`src/rtl/uart_arb_pkg.sv`:
```
// State encodings and sizing helpers shared by the UART transmit arbiter and its picker.
package uart_arb_pkg;

    typedef enum logic [1:0] {
        ST_IDLE      = 2'd0,
        ST_ISSUE     = 2'd1,
        ST_WAIT_BUSY = 2'd2,
        ST_WAIT_DONE = 2'd3
    } arb_state_e;

    localparam int DATA_W_DEF = 8;

    function automatic int idx_w(input int n);
        return (n > 1) ? $clog2(n) : 1;
    endfunction

endpackage

```
`src/rtl/uart_tx_arbiter_rr_pick.sv`:
```
// Combinational round-robin picker: first set request after ptr_i, wrapping, ptr_i itself last.
// Zero latency; no flow control of its own.
module rr_pick
    import uart_arb_pkg::*;
#(
    parameter int N_REQ = 2
) (
    input  logic [N_REQ-1:0]        req_i,
    input  logic [idx_w(N_REQ)-1:0] ptr_i,
    output logic [idx_w(N_REQ)-1:0] win_o,
    output logic                    vld_o
);

    localparam int IW = idx_w(N_REQ);

    logic [IW-1:0] idx;

    always_comb begin
        win_o = '0;
        vld_o = 1'b0;
        idx   = '0;
        for (int i = 1; i <= N_REQ; i++) begin
            idx = IW'((int'(ptr_i) + i) % N_REQ);
            if (!vld_o && req_i[idx]) begin
                vld_o = 1'b1;
                win_o = idx;
            end
        end
    end

endmodule

```
`src/rtl/uart_tx_arbiter.sv`:
```
// Round-robin share of one UART byte transmitter among N_REQ sources; UART_ARB_LOCK_EN adds a grant lock.
// Latency: req to tx_start 2 cycles; tx_done to next tx_start 2 cycles minimum.
// Backpressure: a source holds req until its ack; the arbiter stalls on tx_busy with no timeout.
module uart_tx_arbiter
    import uart_arb_pkg::*;
#(
    parameter int N_REQ  = 2,
    parameter int DATA_W = DATA_W_DEF
) (
    input  logic                    clk,
    input  logic                    rst,
    input  logic [N_REQ-1:0]        req,
    input  logic [N_REQ*DATA_W-1:0] req_data,
`ifdef UART_ARB_LOCK_EN
    input  logic [N_REQ-1:0]        req_lock,
`endif
    output logic [N_REQ-1:0]        ack,
    output logic                    tx_start,
    output logic [DATA_W-1:0]       tx_data,
    input  logic                    tx_busy,
    output logic [idx_w(N_REQ)-1:0] grant_id,
    output logic                    active,
    output logic                    tx_done
);

    localparam int            IW      = idx_w(N_REQ);
    localparam logic [IW-1:0] PTR_RST = IW'(N_REQ - 1);

    arb_state_e        state_q, state_d;
    logic [IW-1:0]     ptr_q, ptr_d;
    logic [IW-1:0]     grant_q, grant_d;
    logic [DATA_W-1:0] data_q, data_d;
    logic [N_REQ-1:0]  ack_q, ack_d;
    logic              start_q, start_d;
    logic              active_q, active_d;
    logic              done_q, done_d;

    logic [N_REQ-1:0]  pick_req;
    logic [IW-1:0]     pick_win;
    logic              pick_vld;

`ifdef UART_ARB_LOCK_EN
    logic lock_q, lock_d;

    // ptr always equals the last grant, so masking to that one requester keeps the picker usable.
    always_comb begin
        pick_req = req;
        if (lock_q) begin
            pick_req           = '0;
            pick_req[grant_q]  = req[grant_q];
        end
    end

    always_ff @(posedge clk or posedge rst) begin
        if (rst) begin
            lock_q <= 1'b0;
        end else begin
            lock_q <= lock_d;
        end
    end
`else
    assign pick_req = req;
`endif

    rr_pick #(
        .N_REQ(N_REQ)
    ) u_pick (
        .req_i(pick_req),
        .ptr_i(ptr_q),
        .win_o(pick_win),
        .vld_o(pick_vld)
    );

    always_comb begin
        state_d  = state_q;
        ptr_d    = ptr_q;
        grant_d  = grant_q;
        data_d   = data_q;
        ack_d    = '0;
        start_d  = 1'b0;
        active_d = 1'b0;
        done_d   = 1'b0;
`ifdef UART_ARB_LOCK_EN
        lock_d   = lock_q;
`endif
        case (state_q)
            ST_IDLE: begin
                if (pick_vld) begin
                    state_d = ST_ISSUE;
                    ptr_d   = pick_win;
                    grant_d = pick_win;
                    data_d  = req_data[int'(pick_win)*DATA_W +: DATA_W];
                end
            end
            ST_ISSUE: begin
                state_d         = ST_WAIT_BUSY;
                start_d         = 1'b1;
                ack_d[grant_q]  = 1'b1;
                active_d        = 1'b1;
            end
            ST_WAIT_BUSY: begin
                active_d = 1'b1;
                if (tx_busy) begin
                    state_d = ST_WAIT_DONE;
                end
            end
            ST_WAIT_DONE: begin
                if (tx_busy) begin
                    active_d = 1'b1;
                end else begin
                    done_d  = 1'b1;
                    state_d = ST_IDLE;
`ifdef UART_ARB_LOCK_EN
                    lock_d  = req_lock[grant_q];
`endif
                end
            end
            default: begin
                state_d = ST_IDLE;
            end
        endcase
    end

    always_ff @(posedge clk or posedge rst) begin
        if (rst) begin
            state_q  <= ST_IDLE;
            ptr_q    <= PTR_RST;
            grant_q  <= '0;
            data_q   <= '0;
            ack_q    <= '0;
            start_q  <= 1'b0;
            active_q <= 1'b0;
            done_q   <= 1'b0;
        end else begin
            state_q  <= state_d;
            ptr_q    <= ptr_d;
            grant_q  <= grant_d;
            data_q   <= data_d;
            ack_q    <= ack_d;
            start_q  <= start_d;
            active_q <= active_d;
            done_q   <= done_d;
        end
    end

    assign ack      = ack_q;
    assign tx_start = start_q;
    assign tx_data  = data_q;
    assign grant_id = grant_q;
    assign active   = active_q;
    assign tx_done  = done_q;

endmodule
```
`config.mk`:
```
export PLATFORM = sky130hd
export DESIGN_NAME = uart_tx_arbiter
export DESIGN_NICKNAME = d
export VERILOG_FILES = /design/src/rtl/uart_arb_pkg.sv /design/src/rtl/uart_tx_arbiter_rr_pick.sv /design/src/rtl/uart_tx_arbiter.sv
export SDC_FILE = /design/constraint.sdc
export NUM_CORES = 1
export LEC_CHECK = 0
export ABC_AREA = 1
export CAP_MARGIN = 30
export CORE_MARGIN = 2
export CORE_UTILIZATION = 45
export DETAILED_ROUTE_END_ITERATION = 12
export HOLD_SLACK_MARGIN = 0.03
export MAX_ROUTING_LAYER = met4
export PLACE_DENSITY = 0.92
export SLEW_MARGIN = 25
export SYNTH_ARGS = -nofsm -noshare
export SYNTH_HDL_FRONTEND = slang
export SYNTH_SLANG_ARGS = --single-unit
```
`constraint.sdc`:
```
create_clock -name clk -period 2.15 [get_ports clk]
set_clock_uncertainty 0.1 [all_clocks]
set_input_delay 0.5375 -clock clk [delete_from_list [all_inputs] [get_ports clk]]
set_output_delay 0.5375 -clock clk [all_outputs]
set_load 0.05 [all_outputs]
```
==> results.sh, run 1 <==
export IMPL_status="finished clean"
export IMPL_synth_warnings=0
export IMPL_ctsHoldBuffers=0
export IMPL_cts_root_buffer="clkbuf_4"
export IMPL_clk_latency_ns=0.30
export IMPL_crit_path_max_fanout=2
export IMPL_clk_path_buf_depth=2
export IMPL_detail_route_vias_per_cell=4.72
export IMPL_initial_utilization=0.491
export IMPL_crit_slowest_cell="clkdlybuf4s50_1"
export IMPL_fp_dieH_um=48.1
export IMPL_setup_viol_count_final=0
export IMPL_area_growth_pct=44.9
export IMPL_postSynthCellCount=106
export IMPL_clock_fmax_mhz=473
export IMPL_layout_commonest_cell="nand2_1"
export IMPL_clk_transition_reported_paths_ns=0.10
export IMPL_crit_type="reg -> out"
export IMPL_vias=798
export IMPL_final_hold_violation_count=0
export IMPL_synth_seq_cells=17
export IMPL_fin_setup_tns_ns=0
export IMPL_clock_sinks=17
export IMPL_worstPathRequired_ns=1.51
export IMPL_pre_cts_ws_ns=0.315
export IMPL_drt_first_pass_iters=4
export IMPL_postLayoutSetupSlackWorst_ns=0.0353
export IMPL_ios=35
export IMPL_htreeDepth=1
export IMPL_dieArea_sq_um=2310
export IMPL_io_buffers=34
export IMPL_drc_errors=0
export IMPL_worst_slew_pin_slew_ns=0.638
export IMPL_leakagePower_nw=0.679
export IMPL_crit_chain="clkdlybuf4s50_1"
export IMPL_cts_buffers=3
export IMPL_syn_area_sq_um=875
export IMPL_fin_hold_ws_ns=0.387
export IMPL_synth_seq_area_share=0.488
export IMPL_grt_use_total=0.190
export IMPL_coreArea_sq_um=1780
export IMPL_antenna_found_initial=0
export IMPL_overflow=0
export IMPL_grt_pass1_wl_um=2820
export IMPL_grt_pass1_vias=706
export IMPL_maxCapViolCount=0
export IMPL_slowest_delay_ns=0.81
export IMPL_endpoint_kind="output pin"
export IMPL_crit_family="buffers and inverters"
export IMPL_cts_tree="done"
export IMPL_drive_above_1_share=0.0903
export IMPL_mostFrequentLayoutCells="53 x nand2_1, 32 x clkdlybuf4s50_1, 16 x dfrtp_1"
export IMPL_final_core_util=0.711
export IMPL_drt_iter0_drc=19
export IMPL_rsz0062_at_grt="no"
export IMPL_ant_nets=0
export IMPL_antenna_cells=0
export IMPL_final_fill_count=135
export IMPL_synth_cell_types=15
export IMPL_gp_congestion=0.960
export IMPL_p_per_area_nw_per_um2=1490
export IMPL_core_rowCount=15
export IMPL_hp_class="reg -> reg"
export IMPL_grt_max_degree=18
export IMPL_dpl_hpwl_um=1620
export IMPL_crit_path_start_kind="register"
export IMPL_total_power_mw=1.89
export IMPL_cp_arrival_ns=1.48
export IMPL_maxSlewViolCount=0
export IMPL_syn_area_per_cell_sq_um=8.25
export IMPL_maxSlewHeadroom=0.574
export IMPL_fin_crit_ns=2.11
export IMPL_wl_um=2060
export IMPL_nets=171
export IMPL_peakVddDrop_uv=761
export IMPL_fin_crit_sh=0.984
export IMPL_die_w_um=48.1
export IMPL_syn_nets=132
export IMPL_wl_per_cell_um=12.2
export IMPL_critPathBufInv=1
cell usage after synthesis:
master    number  area share
nand2_1       53        0.23
dfrtp_1       16        0.46
nand3_1       10       0.057
inv_1          9       0.039
ha_1           5       0.072
nand2_4        2       0.026
nand4_1        2       0.014
nor2_1         2      0.0086
a21oi_1        1      0.0057
clkbuf_8       1       0.016
dfstp_2        1       0.030
inv_2          1      0.0043
inv_4          1      0.0072
nor2_4         1       0.013
nor2_8         1       0.023
cell type report:
class,instances,area [sq um],share of cell area
repair buffers,35,348,0.274
clock inverters,1,5.00,0.00395
multi-input cells,77,390,0.308
inverters,11,43.8,0.0346
flip-flops and latches,17,427,0.337
well taps,25,31.3,0.0247
clock buffers,3,22.5,0.0178
cells by family (layout without fill, tap and decap cells):
| kind of cell | count (synthesis) | in the layout | share of synthesized area |
|---|---|---|---|
| and+or+nand+nor | 71 | 71 | 0.369 |
| DFF | 17 | 17 | 0.488 |
| buffers and inverters | 12 | 50 | 0.0658 |
| adders and majority gates | 5 | 5 | 0.0715 |
| AOI/OAI and AO/OA | 1 | 1 | 0.00572 |
per-stage QoR:
step | instance area, sq um | instances
6_report | 1270 | 169
3_3_place_gp | 1240 | 165
2_1_floorplan | 875 | 106
3_5_place_dp | 1240 | 165
5_1_grt | 1270 | 169
4_1_cts | 1260 | 169
timing repair:
item                                    in CTS  in global routing
endpoints found under the setup margin       0                  1
buffers inserted                             0                  0
resized for setup                            0                  1
flip-flops by register name, summed over array words and instances (netlist names):
register and flops:
tx_data 8, ack 2, grant_id 1, state_q 2, ptr_q 1, tx_start 1
tx_done 1, active 1
routing by layer:
layer / share of wire / track usage / up-vias
met5: 0 / - / -
met1: 0.40 / 0.204 / 360
met4: 0.027 / 0.0973 / 0
met2: 0.51 / 0.339 / 33
li1: - / - / 399
met3: 0.066 / 0.0226 / 6
power breakdown:
part	total (mW)	switching [mW]	internal (mW)
Combinational	1.16	0.770	0.391
Sequential	0.558	0.0829	0.475
Clock	0.175	0.105	0.0693
Total	1.89	0.958	0.935
worst paths after layout:
path	startpoint	end	slack [ns]	cells after the start
worst max register to register	state_q[0]$_DFFE_PP0P_	tx_data[2]$_DFFE_PP0P_	0.69	7
worst min-delay path	tx_data[1]$_DFFE_PP0P_	tx_data[1]$_DFFE_PP0P_	0.39	2
worst max-delay path	tx_data[7]$_DFFE_PP0P_	tx_data[7]	0.04	1
min in group asynchronous	rst	state_q[1]$_DFFE_PP0P_	0.52	2
max in group asynchronous	rst	ack[1]$_DFF_PP0_	1.02	2
worst min register to register	tx_data[1]$_DFFE_PP0P_	tx_data[1]$_DFFE_PP0P_	0.39	2
Power figures use the tool's default switching activity.
==> run 2: changes to the inputs <==
--- a/config.mk
+++ b/config.mk
@@ -9,11 +9,12 @@
 export CAP_MARGIN = 30
 export CORE_MARGIN = 2
 export CORE_UTILIZATION = 45
+export CTS_CLUSTER_SIZE = 16
 export DETAILED_ROUTE_END_ITERATION = 12
 export HOLD_SLACK_MARGIN = 0.03
 export MAX_ROUTING_LAYER = met4
 export PLACE_DENSITY = 0.92
-export SLEW_MARGIN = 25
+export SLEW_MARGIN = 10
 export SYNTH_ARGS = -nofsm -noshare
 export SYNTH_HDL_FRONTEND = slang
 export SYNTH_SLANG_ARGS = --single-unit
==> results of run 2 <==
The final DEF is identical to that of run 1; final timing and power are the same.
